### config.mk
export PLATFORM = sky130hd
export DESIGN_NAME = coord_uart_tx
export DESIGN_NICKNAME = d
export VERILOG_FILES = /design/src/rtl/coord_uart_pkg.sv /design/src/rtl/uart_tx_byte.sv /design/src/rtl/coord_uart_tx.sv
export SDC_FILE = /design/constraint.sdc
export NUM_CORES = 1
export LEC_CHECK = 0
export ABC_CLOCK_PERIOD_IN_PS = 3300
export BUFFER_PORTS_ARGS = -buffer_cell sky130_fd_sc_hd__buf_4
export CORE_MARGIN = 8
export CORE_UTILIZATION = 35
export CTS_CLUSTER_DIAMETER = 40
export DETAILED_ROUTE_END_ITERATION = 10
export HOLD_SLACK_MARGIN = 0.02
export PLACE_DENSITY = 0.57
export SYNTH_ARGS = -nofsm -noshare
export SYNTH_HDL_FRONTEND = slang
export SYNTH_SLANG_ARGS = --single-unit
### constraint.sdc
create_clock -name hdmi_clk1x_i -period 3.3 [get_ports hdmi_clk1x_i]
set_clock_uncertainty 0.15 [all_clocks]
set_input_delay 0.66 -clock hdmi_clk1x_i [delete_from_list [all_inputs] [get_ports hdmi_clk1x_i]]
set_output_delay 0.66 -clock hdmi_clk1x_i [all_outputs]
set_load 0.01 [all_outputs]
### src/rtl/coord_uart_pkg.sv
// coord_uart_pkg: shared constants, FSM state type and packet helpers for the coordinate UART link
package coord_uart_pkg;
   localparam logic [7:0] HDR0 = 8'hAA;
   localparam logic [7:0] HDR1 = 8'h55;
   localparam int PKT_LEN = 7;
   typedef enum logic [1:0] {IDLE, START, DATA, STOP} tx_state_t;
   function automatic int calc_div(input int clk_freq, input int baud);
      return (clk_freq + baud / 2) / baud;
   endfunction
   // packet byte idx for latched centroid; last byte is the XOR of bytes 2..5
   function automatic logic [7:0] pkt_byte(input logic [2:0] idx, input logic [11:0] x, input logic [11:0] y);
      logic [7:0] chk;
      chk = {4'h0, x[11:8] ^ y[11:8]} ^ x[7:0] ^ y[7:0];
      case (idx)
         3'd0: pkt_byte = HDR0;
         3'd1: pkt_byte = HDR1;
         3'd2: pkt_byte = {4'h0, x[11:8]};
         3'd3: pkt_byte = x[7:0];
         3'd4: pkt_byte = {4'h0, y[11:8]};
         3'd5: pkt_byte = y[7:0];
         default: pkt_byte = chk;
      endcase
   endfunction
endpackage

### src/rtl/uart_tx_byte.sv
// uart_tx_byte: 8N1 byte serializer, LSB first, DIV clocks per bit
//   hdmi_clk1x_i  clock
//   rst_n_i       async active-low reset
//   start         accept data_in (only honoured while ready)
//   data_in       byte to send
//   ready         idle, or in the final clock of a stop bit (allows back-to-back bytes)
//   tx            registered serial output, idle high
module uart_tx_byte
   import coord_uart_pkg::*;
#(
   parameter int DIV = 10
) (
   input  logic       hdmi_clk1x_i,
   input  logic       rst_n_i,
   input  logic       start,
   input  logic [7:0] data_in,
   output logic       ready,
   output logic       tx
);
   localparam int CW = $clog2(DIV + 1);
   tx_state_t      state;
   logic [CW-1:0]  cnt;
   logic [2:0]     bit_idx;
   logic [7:0]     shreg;
   logic           last;
   assign last  = cnt == CW'(DIV - 1);
   assign ready = state == IDLE || (state == STOP && last);
   always_ff @(posedge hdmi_clk1x_i or negedge rst_n_i) begin
      if (!rst_n_i) begin
         state   <= IDLE;
         cnt     <= '0;
         bit_idx <= '0;
         shreg   <= '0;
         tx      <= 1'b1;
      end else begin
         cnt <= (state == IDLE || last) ? '0 : cnt + 1'b1;
         case (state)
            IDLE: if (start) begin
               state <= START;
               shreg <= data_in;
               tx    <= 1'b0;
            end
            START: if (last) begin
               state   <= DATA;
               tx      <= shreg[0];
               shreg   <= shreg >> 1;
               bit_idx <= '0;
            end
            DATA: if (last) begin
               if (bit_idx == 3'd7) begin
                  state <= STOP;
                  tx    <= 1'b1;
               end else begin
                  bit_idx <= bit_idx + 1'b1;
                  tx      <= shreg[0];
                  shreg   <= shreg >> 1;
               end
            end
            STOP: if (last) begin
               if (start) begin
                  state <= START;
                  shreg <= data_in;
                  tx    <= 1'b0;
               end else begin
                  state <= IDLE;
               end
            end
         endcase
      end
   end
endmodule

### src/rtl/coord_uart_tx.sv
// coord_uart_tx: sends the latched centroid as a 7-byte UART packet on each lcd_vs rising edge
//   hdmi_clk1x_i  pixel clock
//   rst_n_i       async active-low reset
//   lcd_vs        frame sync; rising edge triggers a packet
//   x_in, y_in    12-bit centroid, latched at the trigger
//   uart_tx       serial line, 8N1, idle high
//   busy          packet in flight
//   frame_sent    pulse as the last stop bit completes
//   frame_drop    pulse when a trigger arrives while busy
module coord_uart_tx
   import coord_uart_pkg::*;
#(
   parameter int CLK_FREQ = 74_250_000,
   parameter int BAUD     = 115_200
) (
   input  logic        hdmi_clk1x_i,
   input  logic        rst_n_i,
   input  logic        lcd_vs,
   input  logic [11:0] x_in,
   input  logic [11:0] y_in,
   output logic        uart_tx,
   output logic        busy,
   output logic        frame_sent,
   output logic        frame_drop
);
   localparam int DIV = calc_div(CLK_FREQ, BAUD);
   localparam logic [2:0] LAST_IDX = 3'(PKT_LEN - 1);
   logic        vs_d, armed, trig, byte_ready, byte_start;
   logic [2:0]  idx;
   logic [11:0] x_lat, y_lat;
   logic [7:0]  byte_data;
   // armed requires lcd_vs to be seen low after reset, so a level held high through release is not an edge
   assign trig       = lcd_vs & ~vs_d & armed;
   assign byte_start = busy ? (byte_ready && idx != LAST_IDX) : trig;
   assign byte_data  = pkt_byte(busy ? idx + 3'd1 : 3'd0, x_lat, y_lat);
   always_ff @(posedge hdmi_clk1x_i or negedge rst_n_i) begin
      if (!rst_n_i) begin
         vs_d       <= 1'b0;
         armed      <= 1'b0;
         busy       <= 1'b0;
         idx        <= '0;
         x_lat      <= '0;
         y_lat      <= '0;
         frame_sent <= 1'b0;
         frame_drop <= 1'b0;
      end else begin
         vs_d       <= lcd_vs;
         armed      <= armed | ~lcd_vs;
         frame_sent <= 1'b0;
         frame_drop <= trig & busy;
         if (!busy && trig) begin
            busy  <= 1'b1;
            idx   <= '0;
            x_lat <= x_in;
            y_lat <= y_in;
         end else if (busy && byte_ready) begin
            if (idx == LAST_IDX) begin
               busy       <= 1'b0;
               frame_sent <= 1'b1;
            end else begin
               idx <= idx + 1'b1;
            end
         end
      end
   end
   uart_tx_byte #(.DIV(DIV)) u_byte (
      .hdmi_clk1x_i (hdmi_clk1x_i),
      .rst_n_i      (rst_n_i),
      .start        (byte_start),
      .data_in      (byte_data),
      .ready        (byte_ready),
      .tx           (uart_tx)
   );
endmodule

==> metrics <==
placer congestion estimate 0.7849; row cnt 35; CP max FO 17; Worst EP arrival approximately 2.7 ns; Non-Filler Instances 431; crit path kind register to register; number of post-CTS setup repair buffers 0; fin crit share 79.73%; Synth async-reset ratio between 90% and 100%; HPWL Detailed 4656 um; maximum root-to-sink buffer count 2; antenna-violating nets left 0; fmax 380.1 MHz; Worst EP required around 3.4 ns; CTS Root Cell clkbuf_8; total number of vias 2231; Die X 112.0 um; critical path, cell by cell ha_1 -> xor2_2 -> and3_2 -> o211ai_1 -> a311o_1 -> mux2i_1; Cell Area, Placed 3493 um^2; Fin. Hold Viols 0; DP Cell Count between 400 and 500; Ys Warns 0; # DRC 0; H-tree Lvls 2; DR vias/cell between 5 and 6; P_leak 0.001681 uW; final instance area 3590 um^2; largest net degree at the start of global routing 57; Gate Count Post-Synth 294; maxcap violations 0; fin nets 356; most common cell after layout, fill and taps aside dfrtp_1; first-pass GRT wire length 10850 um; peak supply drop roughly 0.19 mV; vias in the first global route 2257; GRT Total Usage 10.27%; 1st-iter DRT viols 85; CP Capture Type register; die area 12540 um^2; Port-buffer cells 30; share of cells above drive strength 1 28.75%; setup_tns 0 ns; Layout area overhead 11.33%; Hold Path Class input port to asynchronous set/reset pin; worst slew pin tran 0.6972 ns; Initial Util approximately 35%; ant diodes 0; CP Launch Type register; Syn Area/Cell around 11 um^2; leading register cell type out of synthesis dfrtp_1; number of flops mapped to enable cells by yosys 0; Setup violations, final 0; Netlist cell types 66; most frequent cells in the layout dfrtp_1 (55), buf_4 (32), nor2_1 (26), mux2_2 (25); PwrDens between 300 and 400 nW/um^2; Rel. slew slack between 50% and 60%; fin crit period 2.631 ns; clock latency on the worst-skew pair between 0.3 and 0.4 ns; initial antenna violation count 0; I/O pin count 31; Hold Buf Count CTS 0; first-pass detailed-route iteration total 4; Die Y-Extent 112.0 um; mapped cell area 3224 um^2; PnR Total Power ~1100 uW; CTS resizes 0; Worst path max stage delay around 0.70 ns; Reg clk slew, reported paths 0.11 ns; WL/cell approximately 15 um; core area 9109 um^2; # fillers 916; clock sink count 56; Syn Nets 331; status complete, no violations; global route overflow 0; wirelength, routed roughly 6300 um; slowest stage cell, crit path dfrtp_1; RSZ-0062 raised after global routing no; Seq cells post-synth 56; CTS tree built; Num CTS Buffers 5; final slew viol count 0; Crit path max-delay family flip-flops; Buf+Inv Stages, Crit Path 0; sequential area share after synthesis 43.50%
==> synth_stat cells (2+ instances only) <==
cell type  count  share of area [%]
buf_2          5               0.78
and3_2         5                1.2
a31o_2         2               0.54
a22o_1         3               0.82
o2111ai_1      2               0.54
and2_1         2               0.39
nand3_1       12                1.9
o21ai_0        5               0.78
xnor2_1       13                3.5
nand2b_1       4               0.78
dfrtp_1       55                 43
ha_1          10                3.9
nor2_2         2               0.39
a31oi_1        5               0.97
buf_6          5                1.7
o21ai_1        2               0.31
nand2_1       11                1.3
nor2_1        26                3.0
a21oi_1       13                2.0
inv_1         11                1.3
clkbuf_1       2               0.23
o211ai_1       3               0.70
mux2_4         3                1.4
xor2_1        11                3.0
and3_1         8                1.6
mux2i_1        4                1.2
mux2_2        25                8.7
nor3_1         7                1.1
==> power breakdown <==
group / switching [uW] / leakage (uW) / internal (uW) / total [uW]
clock network: 226 / 0.0000516 / 172 / 398
registers: 0.293 / 0.000714 / 687 / 687
logic: 18.1 / 0.000916 / 20.5 / 38.6
total: 244 / 0.00168 / 880 / 1120
==> worst register-to-register path: stages, from the launching register on <==
cell and delay (ns):
dfrtp_1 0.70, ha_1 0.37, xor2_2 0.50, and3_2 0.27, o211ai_1 0.08, a311o_1 0.38
mux2i_1 0.13
==> stage by stage <==
step / hold WS (ns) / util [%] / setup WS, ns
floorplan: 0.2144 / - / 1.064
global placement: 0.3001 / 38.35 / 0.7338
detailed placement: 0.3026 / 38.35 / 0.6928
CTS: 0.2655 / 39.41 / 0.6494
global route: 0.3012 / 39.41 / 0.4973
finish: 0.2403 / 39.41 / 0.6690
==> sequential cells by signal, indices dropped and copies added, names as in the netlist, 2 cells and up <==
name	cells
u_byte.cnt	10
x_lat	12
y_lat	12
u_byte.state	2
u_byte.bit_idx	3
idx	3
u_byte.shreg	8
==> area by class of cell <==
type,instances,area (um^2),share of cell area [%]
timing repair buffer,32,240.2,6.692
multi-input combinational,212,1667,46.43
tap,111,138.9,3.869
clock buffer,6,82.58,2.300
clock inverter,2,13.76,0.3834
inverter,12,45.04,1.255
sequential,56,1403,39.07
==> cells by family (layout without fill, tap and decap cells) <==
| kind of cell | Yosys count | count (layout) | share of synthesized area [%] |
|---|---|---|---|
| xor gates and xnor gates | 26 | 26 | 7.528 |
| muxes | 32 | 32 | 11.37 |
| AOI/OAI and AO/OA | 59 | 59 | 14.79 |
| DFF | 56 | 56 | 43.50 |
| adders and majority gates | 10 | 10 | 3.880 |
| buffers and inverters | 26 | 52 | 4.812 |
| and+or+nand+nor | 85 | 85 | 14.13 |
==> routing by layer <==
layer	vias up	global-route usage, %	routed length (um)
li1	1111	-	-
met1	1082	12.97	3009
met2	34	17.21	3000
met3	4	2.597	232
met4	0	2.428	47
met5	-	0	0
==> final timing paths <==
kind / start / endpoint / slack, ns / cells past startpoint
worst max-delay path: idx[0] / u_byte.shreg[2] / 0.67 / 6
worst min-delay path: rst_n_i / u_byte.cnt[4] / 0.24 / 1
worst max register to register: idx[0] / u_byte.shreg[2] / 0.67 / 6
worst min register to register: armed / armed / 0.32 / 1
max in group asynchronous: rst_n_i / x_lat[2] / 2.30 / 1
min in group hdmi_clk1x_i: armed / armed / 0.32 / 1
Power figures use the tool's default switching activity.
